===== src/rtl/jtvigil_romarb.sv =====
// SDRAM read arbiter: up to eight ROM slots share one bank read port.
// Each slot holds a one-entry cache (tag/valid/data) so repeated reads hit without SDRAM traffic.
module jtvigil_romarb #(
    parameter int                  SLOTS  = 4,
    parameter int                  AW     = 18,
    parameter int                  DW     = 8,
    parameter int                  RR     = 1,
    parameter logic [SLOTS*22-1:0] OFFSET = '0
) (
    input  logic                  clk,
    input  logic                  rst_n,
    input  logic [SLOTS-1:0]      slot_cs,
    input  logic [SLOTS*AW-1:0]   slot_addr,
    output logic [SLOTS-1:0]      slot_ok,
    output logic [SLOTS*DW-1:0]   slot_data,
    output logic [21:0]           ba_addr,
    output logic                  ba_rd,
    input  logic                  ba_ack,
    input  logic                  ba_dst,
    input  logic                  ba_dok,
    input  logic                  ba_rdy,
    input  logic [15:0]           data_read
);
    localparam int SW = (SLOTS > 1) ? $clog2(SLOTS) : 1;

    typedef enum logic [1:0] {IDLE, REQ, DATA} state_t;

    state_t        state_reg, state_next;
    logic [SW-1:0] cur_reg, cur_next;
    logic [SW-1:0] last_reg, last_next;
    logic [AW-1:0] req_addr_reg, req_addr_next;
    logic [21:0]   ba_addr_reg, ba_addr_next;
    logic          ba_rd_reg, ba_rd_next;
    logic [1:0]    wcnt_reg, wcnt_next;

    logic [AW-1:0]    addr_arr  [SLOTS];
    logic [21:0]      waddr_arr [SLOTS];
    logic [SLOTS-1:0] need;
    logic [SW-1:0]    gnt;
    logic             gnt_any;
    logic             ack_evt, dok_evt, rdy_evt;
    logic [1:0]       word_idx;

    assign ack_evt  = (state_reg == REQ) && ba_ack;
    assign dok_evt  = (state_reg == DATA) && ba_dok;
    assign rdy_evt  = (state_reg == DATA) && ba_rdy;
    // ba_dst marks the next word as word 0, including a word arriving in the same cycle
    assign word_idx = ba_dst ? 2'd0 : wcnt_reg;

    genvar gi;
    generate
        for (gi = 0; gi < SLOTS; gi++) begin : g_slot
            logic [AW-1:0] tag_reg;
            logic          valid_reg;
            logic [DW-1:0] dbuf_reg;
            logic [DW-1:0] store_val;
            logic          store_en;
            logic          sel;

            assign addr_arr[gi]            = slot_addr[gi*AW +: AW];
            assign slot_ok[gi]             = slot_cs[gi] & valid_reg & (addr_arr[gi] == tag_reg);
            assign slot_data[gi*DW +: DW]  = dbuf_reg;
            assign sel                     = (cur_reg == SW'(gi));
            assign need[gi]                = slot_cs[gi] & ~slot_ok[gi] & ~((state_reg != IDLE) && sel);

            if (DW == 8) begin : g_w8
                assign waddr_arr[gi] = OFFSET[gi*22 +: 22] + 22'(addr_arr[gi] >> 1);
                assign store_val     = tag_reg[0] ? data_read[15:8] : data_read[7:0];
                assign store_en      = (word_idx == 2'd0);
            end else if (DW == 16) begin : g_w16
                assign waddr_arr[gi] = OFFSET[gi*22 +: 22] + 22'(addr_arr[gi]);
                assign store_val     = data_read;
                assign store_en      = (word_idx == 2'd0);
            end else begin : g_w32
                assign waddr_arr[gi] = OFFSET[gi*22 +: 22] + 22'({addr_arr[gi], 1'b0});
                assign store_val     = (word_idx == 2'd0) ? {dbuf_reg[DW-1 -: 16], data_read}
                                                          : {data_read, dbuf_reg[15:0]};
                assign store_en      = ~word_idx[1];
            end

            always_ff @(posedge clk) begin
                if (!rst_n) begin
                    tag_reg   <= '0;
                    valid_reg <= 1'b0;
                    dbuf_reg  <= '0;
                end else if (sel) begin
                    if (ack_evt) begin
                        tag_reg   <= req_addr_reg;
                        valid_reg <= 1'b0;
                    end
                    if (dok_evt && store_en) begin
                        dbuf_reg <= store_val;
                    end
                    if (rdy_evt) begin
                        valid_reg <= 1'b1;
                    end
                end
            end
        end
    endgenerate

    // Round-robin starts searching just after the last grant; fixed priority always from slot 0
    always_comb begin
        int idx;
        gnt     = '0;
        gnt_any = 1'b0;
        idx     = 0;
        for (int k = 0; k < SLOTS; k++) begin
            idx = (RR != 0) ? ((int'(last_reg) + 1 + k) % SLOTS) : k;
            if (!gnt_any && need[SW'(idx)]) begin
                gnt_any = 1'b1;
                gnt     = SW'(idx);
            end
        end
    end

    always_comb begin
        state_next    = state_reg;
        cur_next      = cur_reg;
        last_next     = last_reg;
        req_addr_next = req_addr_reg;
        ba_addr_next  = ba_addr_reg;
        ba_rd_next    = ba_rd_reg;
        wcnt_next     = wcnt_reg;
        case (state_reg)
            IDLE: begin
                if (gnt_any) begin
                    cur_next      = gnt;
                    last_next     = gnt;
                    req_addr_next = addr_arr[gnt];
                    ba_addr_next  = waddr_arr[gnt];
                    ba_rd_next    = 1'b1;
                    state_next    = REQ;
                end
            end
            REQ: begin
                if (ba_ack) begin
                    ba_rd_next = 1'b0;
                    wcnt_next  = 2'd0;
                    state_next = DATA;
                end
            end
            DATA: begin
                if (ba_dok) begin
                    wcnt_next = (word_idx == 2'd3) ? 2'd3 : word_idx + 2'd1;
                end else if (ba_dst) begin
                    wcnt_next = 2'd0;
                end
                if (ba_rdy) begin
                    state_next = IDLE;
                end
            end
            default: state_next = IDLE;
        endcase
    end

    always_ff @(posedge clk) begin
        if (!rst_n) begin
            state_reg    <= IDLE;
            cur_reg      <= '0;
            last_reg     <= SW'(SLOTS - 1);
            req_addr_reg <= '0;
            ba_addr_reg  <= '0;
            ba_rd_reg    <= 1'b0;
            wcnt_reg     <= 2'd0;
        end else begin
            state_reg    <= state_next;
            cur_reg      <= cur_next;
            last_reg     <= last_next;
            req_addr_reg <= req_addr_next;
            ba_addr_reg  <= ba_addr_next;
            ba_rd_reg    <= ba_rd_next;
            wcnt_reg     <= wcnt_next;
        end
    end

    assign ba_addr = ba_addr_reg;
    assign ba_rd   = ba_rd_reg;

endmodule


===== config.mk =====
export PLATFORM = sky130hd
export DESIGN_NAME = jtvigil_romarb
export DESIGN_NICKNAME = d
export VERILOG_FILES = /design/src/rtl/jtvigil_romarb.sv
export SDC_FILE = /design/constraint.sdc
export NUM_CORES = 1
export LEC_CHECK = 0
export CAP_MARGIN = 20
export CORE_MARGIN = 2
export CORE_UTILIZATION = 45
export DETAILED_ROUTE_END_ITERATION = 8
export HOLD_SLACK_MARGIN = 0.05
export PLACE_DENSITY = 0.73
export SLEW_MARGIN = 25
export SYNTH_ARGS = -nofsm -noshare
export SYNTH_HDL_FRONTEND = slang
export SYNTH_SLANG_ARGS = --single-unit

===== constraint.sdc =====
create_clock -name clk -period 7.17 [get_ports clk]
set_clock_uncertainty 0.1 [all_clocks]
set_input_delay 2.151 -clock clk [delete_from_list [all_inputs] [get_ports clk]]
set_output_delay 2.151 -clock clk [all_outputs]
set_load 0.02 [all_outputs]

Word-level counts from Yosys, hierarchy flattened. Cells that the tools add are included.

Register bits: 157. Bits of input ports: 98.

Add/sub/neg operators: 5. Order comparisons: 5. Equal/unequal tests: 13. Muxes and demuxes: 44. Bitwise operators: 25. Reductions and logical operators: 37.

Operators by type and width (number): 18-bit equality test (4); 22-bit binary-select mux with 2-bit select (1); 22-bit two-way mux (2); 18-bit binary-select mux with 2-bit select (1); 18-bit two-way mux (2); 8-bit two-way mux (4); 2-bit AND reduction (14); 2-bit two-way mux (11); 1-bit bitwise AND (16); 2-bit by 4-bit less-than comparator with 1-bit output (second input constant) (4); 1-bit two-way mux (16); 1-bit logical AND (11); 1-bit binary-select mux with 2-bit select (4); 2-bit equality test (second input constant) (4); 1-bit NOT (8); 2-bit nonzero test (4); 2-bit adder (second input constant) (3); 2-bit zero test (3); 2-bit != test (second input constant) (3); 2-bit case mux with 3 select lines (1); 3-bit AND reduction (2); 2-bit by 1-bit adder with 2-bit output (second input constant) (2); 2-bit by 1-bit equality test with 1-bit output (second input constant) (2); 2-bit case mux with 2 select lines (1); other kinds (4) (6).

Longest topological paths before layout. Gate-level depths: netlist of the first run.

Depth in word-level cells: 22. Depth in mapped cells: 11.

Least setup slack after synthesis of the first run. OpenSTA, ideal clock, no wires.

Kind: input -> output. From: input slot_addr[10]. To: output slot_ok[0]. Arrival time: 3.344 ns. Setup slack: 1.575 ns. Stages: 4. Cells stage by stage: xnor2_1 > nand3_1 > or4_4 > nor3_1.

Longest elaborated chain between the ends: 2.

Ends and longest elaborated chain: start: declaration (RTL line 13) `input logic [SLOTS*AW-1:0] slot_addr,`; 18-bit equality test (RTL line 61) `assign slot_ok[gi] = slot_cs[gi] & valid_reg & (addr_arr[gi] == tag_reg);`; 1-bit bitwise AND (RTL line 61); end: declaration (RTL line 14) `output logic [SLOTS-1:0] slot_ok,`.

No other way between the ends.

Worst setup path after layout of the first run.
From: input slot_addr[18]. To: output slot_ok[1].

Same word-level chain as after synthesis.

==> results.toml, run 1 <==
[setup_path]
r2r-start = "g_slot[1].tag_reg[0]"
rr_worst_depth = 8
r2r_end = "req_addr_reg[6]"
crit_path_end_kind = "primary output"
crit_cells = 6
cp_top_family = "simple AND/OR/NAND/NOR gates"
crit_path_cell_trace = "clkdlybuf4s50_1, xor2_1, nor4_1, nand4_1, nor2_1, clkdlybuf4s50_1"
reg2reg_slack_ns = 3.49
cp_slowest_cell = "nor4_1"
crit_path_start_kind = "input port"
path_class = "input port to primary output"
worstSetupStartpoint = "slot_addr[18]"
critical_path_required_ns = 4.92
cp_max_fo = 2
arrival_ns = 4.54
cp_common_cell = "clkdlybuf4s50_1"
crit_buf_inv = 2
max_stage_delay_ns = 0.69

[clocking]
cts_sinks = 135
cts_buffer_depth = 2
htreeDepth = 4
cts.repair.resized = 0
clk_pin_slew_ns = 0.06
cts_tree = "done"
cts_hold_buf = 0
cts_setup_buffers = 0
numCtsBuffers = 17
clk-insertion-delay-late_ns = 0.42
cts-root-buf = "clkbuf_16"

[layout]
fin_area_um2 = 8640
final_nets = 990
fin_cells = 1089
fillerInstances = 1256
diodes = 0
fin_util_pct = 59.9
area_delta_synth_final_pct = 31.5
drive_gt1_share_pct = 6.19
largest_reg_flops = 72

[detailed_routing]
remaining_drc_errors = 0
routed_wl_mm = 20.6
drt_iter0_markers = 574
vias = 6020
detail-route-antenna-nets = 0
via_per_inst = 5.53
wl_per_cell_um = 18.9
first_pass_iters = 5

[power_and_ir_drop]
p_leak_nw = 3.07
peakVddDrop_mv = 0.189
p_per_area_nw_per_um2 = 246
power_mw = 2.12

[worst_hold_path]
hp-start = "ba_rd"
holdPathEnd = "ba_rd"
hold_depth = 2
hold_class = "flip-flop to flip-flop"

[placement]
dp_cells = 1057
buffer_ports.inserted = 151
dp_hpwl_mm = 14.3
place_ws_ns = 0.503
dpl_cell_area_um2 = 8020
place.gp.congestion = 0.871

[logic_synthesis]
synth_top_area_share_pct = 41.1
yosys-top-cells-area = "dfxtp_1 (41%), mux2i_1 (10%), nand2_1 (9.1%)"
yosysSeqAreaShare_pct = 41.1
syn_area_per_cell_um2 = 8.48
yosysTopAreaCell = "dfxtp_1"
synth_cell_types = 40
synth_common_cells = "nand2_1 (159), dfxtp_1 (135), a21oi_1 (77)"
synth_area_um2 = 6570
ys_warn_count = 0
synthArstFlopShare_pct = 0
ys_seq_elements = 135
synth.most_common_cell = "nand2_1"
syn-instance-count = 775
synth_ff_type = "dfxtp_1"
synth_edf_count = 0

[die]
placementRows = 44
ios = 157
start_util_pct = 45.6
die_w_um = 125
die_h_um = 125
core_area_um2 = 14400
dieArea_um2 = 15600

[sta]
tightestPinTransition_ns = 1.04
max_slew_margin_pct = 30.1
finalCritPeriodShare_pct = 94.8
fmax_mhz = 147
fin_hold_ws_ns = 0.353
fin_crit_ns = 6.79
setup_violations = 0
hold_viol = 0
finalMaxSlewViolations = 0
fin_tns_setup_ns = 0
fin_ws_ns = 0.375
grt_setup_unrepaired = "false"

[global_routing]
overflow = 0
antenna_found_initial = 0
grt_pass1_vias = 5694
grt_pass1_wl_mm = 31.6
grt_max_degree = 80
track_usage_pct = 26.1

[flow_run]
drv_cap = 0

[status]
status = "finished clean"
tightest hold or removal path, cell delays in order (launching register included):
cell and delay (ns):
dfxtp_1 0.31, nand2_1 0.05, a21oi_1 0.05
cells in the final DEF (no fill, tap or decap), types with 2 or more instances in the layout:
master / n
inv_1: 4
clkinv_4: 3
xor2_1: 49
o31a_1: 4
nand3_1: 26
o21ai_0: 2
bufinv_16: 3
o221ai_1: 20
mux2i_1: 68
nor2_1: 49
clkdlybuf4s50_1: 150
nand4_1: 6
o21ai_1: 4
clkinvlp_4: 2
a32oi_1: 2
nor3_2: 2
a211oi_1: 34
nor2_2: 5
or4_4: 2
o21a_1: 4
dfxtp_1: 135
a22oi_1: 3
clkinv_2: 2
xnor2_1: 22
a21oi_1: 77
nand2_1: 159
nor4_1: 12
nor3_1: 4
nand2b_1: 3
clkbuf_16: 17
conb_1: 5
buf_4: 7
or2_1: 2
inv_6: 5
o31ai_1: 2
kinds of logic after synthesis:
logic type,after synthesis,synth area share (%)
other,1,0.0571
AOI/OAI and AO/OA,154,15.0
muxes,68,10.4
xor gates and xnor gates,72,9.71
and+or+nand+nor,275,17.7
DFF,135,41.1
buffers and inverters,70,6.07
final cells by class:
type | instances | area (µm²) | area share [%]
Multi-Input combinational cell | 574 | 3510 | 40.6
Sequential cell | 135 | 2700 | 31.3
Timing Repair Buffer | 158 | 1560 | 18.0
Clock buffer | 17 | 425 | 4.92
Tap cell | 184 | 230 | 2.66
Clock inverter | 15 | 191 | 2.22
Inverter | 6 | 23.8 | 0.275
where the power goes:
| group | leakage, nW | total (mW) | internal, mW | switching [mW] |
|---|---|---|---|---|
| Combinational | 1.68 | 0.372 | 0.169 | 0.203 |
| Clock | 0.297 | 0.910 | 0.555 | 0.355 |
| Sequential | 1.09 | 0.842 | 0.786 | 0.0557 |
| Total | 3.07 | 2.12 | 1.51 | 0.614 |
routing by layer:
layer / vias up / GRT usage (%) / wire length, µm
li1: 2912 / - / -
met1: 2792 / 36.9 / 9070
met2: 283 / 40.0 / 9290
met3: 33 / 5.84 / 1820
met4: 0 / 7.78 / 377
met5: - / 0 / 0
worst max path at each step:
stage	end	slack (ns)
6_report	slot_ok[1]	0.38
5_1_grt	slot_ok[1]	0.39
4_1_cts	slot_ok[1]	0.50
3_5_place_dp	slot_ok[1]	0.50
3_3_place_gp	slot_ok[1]	0.54
2_1_floorplan	slot_ok[0]	1.57
Note: power is estimated with default switching activity, not from simulation.
==> run 2: changes to the inputs <==
--- a/config.mk
+++ b/config.mk
@@ -5,12 +5,13 @@
 export SDC_FILE = /design/constraint.sdc
 export NUM_CORES = 1
 export LEC_CHECK = 0
+export ABC_AREA = 1
 export CAP_MARGIN = 20
 export CORE_MARGIN = 2
 export CORE_UTILIZATION = 45
 export DETAILED_ROUTE_END_ITERATION = 8
 export HOLD_SLACK_MARGIN = 0.05
-export PLACE_DENSITY = 0.73
+export PLACE_DENSITY = 0.71
 export SLEW_MARGIN = 25
 export SYNTH_ARGS = -nofsm -noshare
 export SYNTH_HDL_FRONTEND = slang
==> results.toml, run 2 <==
[die]
placementRows = 49
start_util_pct = 46.0
ios = 157
dieArea_um2 = 19500
core_area_um2 = 18000
die_w_um = 140
die_h_um = 140

[global_routing]
antenna_found_initial = 0
grt.met1_usage_pct = 39.1
overflow = 0
top_usage_layer = "met2"
grt_pass1_wl_mm = 45.2
use_met3_pct = 5.61
grt.met2_usage_pct = 45.3
track_usage_pct = 29.4
grt_pass1_vias = 8528
grt_max_degree = 74

[clocking]
clk-insertion-delay-late_ns = 0.43
numCtsBuffers = 17
htreeDepth = 4
cts.repair.resized = 0
cts_sinks = 135
clk_pin_slew_ns = 0.06
cts-root-buf = "clkbuf_16"
cts_buffer_depth = 2
cts_hold_buf = 0
cts_tree = "done"
cts_setup_buffers = 0

[flow_run]
drv_cap = 0

[power_and_ir_drop]
peakVddDrop_mv = 0.288
power_mw = 3.48
p_per_area_nw_per_um2 = 340
p_leak_nw = 4.36

[logic_synthesis]
syn-instance-count = 1324
ys_warn_count = 0
yosysTopAreaCell = "dfxtp_1"
syn_area_per_cell_um2 = 6.26
synth_ff_type = "dfxtp_1"
yosys-top-cells-area = "dfxtp_1 (33%), nand2_1 (15%), inv_1 (8.8%)"
synth.most_common_cell = "nand2_1"
ys_seq_elements = 135
synth_area_um2 = 8290
synth_cell_types = 40
synth_edf_count = 0
synth_common_cells = "nand2_1 (336), inv_1 (194), a21oi_1 (140)"
synthArstFlopShare_pct = 0
yosysSeqAreaShare_pct = 32.6
synth_top_area_share_pct = 32.6

[setup_path]
crit_path_start_kind = "input port"
rr_worst_depth = 15
crit_path_cell_trace = "clkdlybuf4s50_1, inv_1, nand2_1, nand4_1, a2111oi_0, nand3_1, nor4b_1, clkdlybuf4s50_1"
critical_path_required_ns = 4.92
max_stage_delay_ns = 0.67
cp_max_fo = 3
reg2reg_slack_ns = 3.57
arrival_ns = 4.37
path_class = "input port to primary output"
crit_path_end_kind = "primary output"
cp_slowest_cell = "clkdlybuf4s50_1"
cp_common_cell = "clkdlybuf4s50_1"

[layout]
layout_commonest_cell = "nand2_1"
drive_gt1_share_pct = 7.03
area_delta_synth_final_pct = 23.7
largest_reg_flops = 72
fillerInstances = 1822
layout_common_cells = "nand2_1 (333), inv_1 (194), clkdlybuf4s50_1 (150)"
fin_cells = 1666
fin_area_um2 = 10300
diodes = 0
fin_util_pct = 56.9
final_nets = 1522

[sta]
grt_setup_unrepaired = "false"
finalCritPeriodShare_pct = 92.4
fin_crit_ns = 6.62
fin_hold_ws_ns = 0.363
finalMaxSlewViolations = 0
hold_viol = 0
tightestPinTransition_ns = 0.839
fin_ws_ns = 0.548
fin_tns_setup_ns = 0
max_slew_margin_pct = 43.9
setup_violations = 0
fmax_mhz = 151

[detailed_routing]
first_pass_iters = 5
wl_per_cell_um = 17.4
drt_iter0_markers = 769
vias = 9007
routed_wl_mm = 29.0
detail-route-antenna-nets = 0
via_per_inst = 5.41
remaining_drc_errors = 0

[placement]
dp_cells = 1634
dp_hpwl_mm = 21.1
dpl_cell_area_um2 = 9650
place.gp.congestion = 0.992
buffer_ports.inserted = 151
place_ws_ns = 0.597

[status]
status = "finished clean"

[worst_hold_path]
hold_class = "flip-flop to flip-flop"
hold_depth = 2
[run 2: cell count changes after synthesis, sizes merged, moves of 15 or more]
cell	before	now
a211oi	34	0
inv	6	207
o221ai	20	0
nand3	26	158
a21oi	77	141
xnor2	22	3
mux2i	68	0
nand2	160	348
nand4	6	21
o21ai	7	110
nor2	54	83
xor2	50	2
[run 2: area by class of cell]
class                      instances  area, µm²  share of cell area [%]
clock buffer                      21        470                    4.59
sequential                       135       2700                    26.4
inverter                         207        782                    7.63
timing repair buffer             158       1560                    15.2
clock inverter                    11        124                    1.21
tap                              229        287                    2.79
multi-input combinational        905       4330                    42.2
[run 2: worst max-delay path: cells and delay by family]
kind / cells / cell delay, ns
simple gates: 4 / 0.64
buf+inv: 3 / 1.20
compound gates: 1 / 0.38
[run 2: where the power goes]
group / total, mW / switching, mW / internal [mW]
logic: 1.58 / 1.09 / 0.496
registers: 1.02 / 0.165 / 0.852
clock network: 0.884 / 0.345 / 0.539
total: 3.48 / 1.60 / 1.89
[run 2: cells by family (layout without fill, tap and decap cells)]
group	after synthesis	in the layout	synth area share (%)
other	1	5	0.0453
xor gates and xnor gates	5	5	0.529
buffers and inverters	288	397	15.6
AOI/OAI and AO/OA	267	267	16.9
and+or+nand+nor	628	628	34.3
DFF	135	135	32.6
[run 2: layer usage]
| metal | wire length (µm) | vias up |
|---|---|---|
| li1 | - | 4430 |
| met1 | 12300 | 4058 |
| met2 | 12700 | 443 |
| met3 | 2460 | 76 |
| met4 | 1480 | 0 |
| met5 | 0 | - |
[run 2: worst paths after layout]
| check | from | endpoint |
|---|---|---|
| hold / removal | g_slot[2].valid_reg | g_slot[2].valid_reg |
| setup reg to reg | g_slot[0].tag_reg[0] | req_addr_reg[5] |
| hold reg to reg | g_slot[2].valid_reg | g_slot[2].valid_reg |
| setup / recovery | slot_addr[49] | slot_ok[2] |
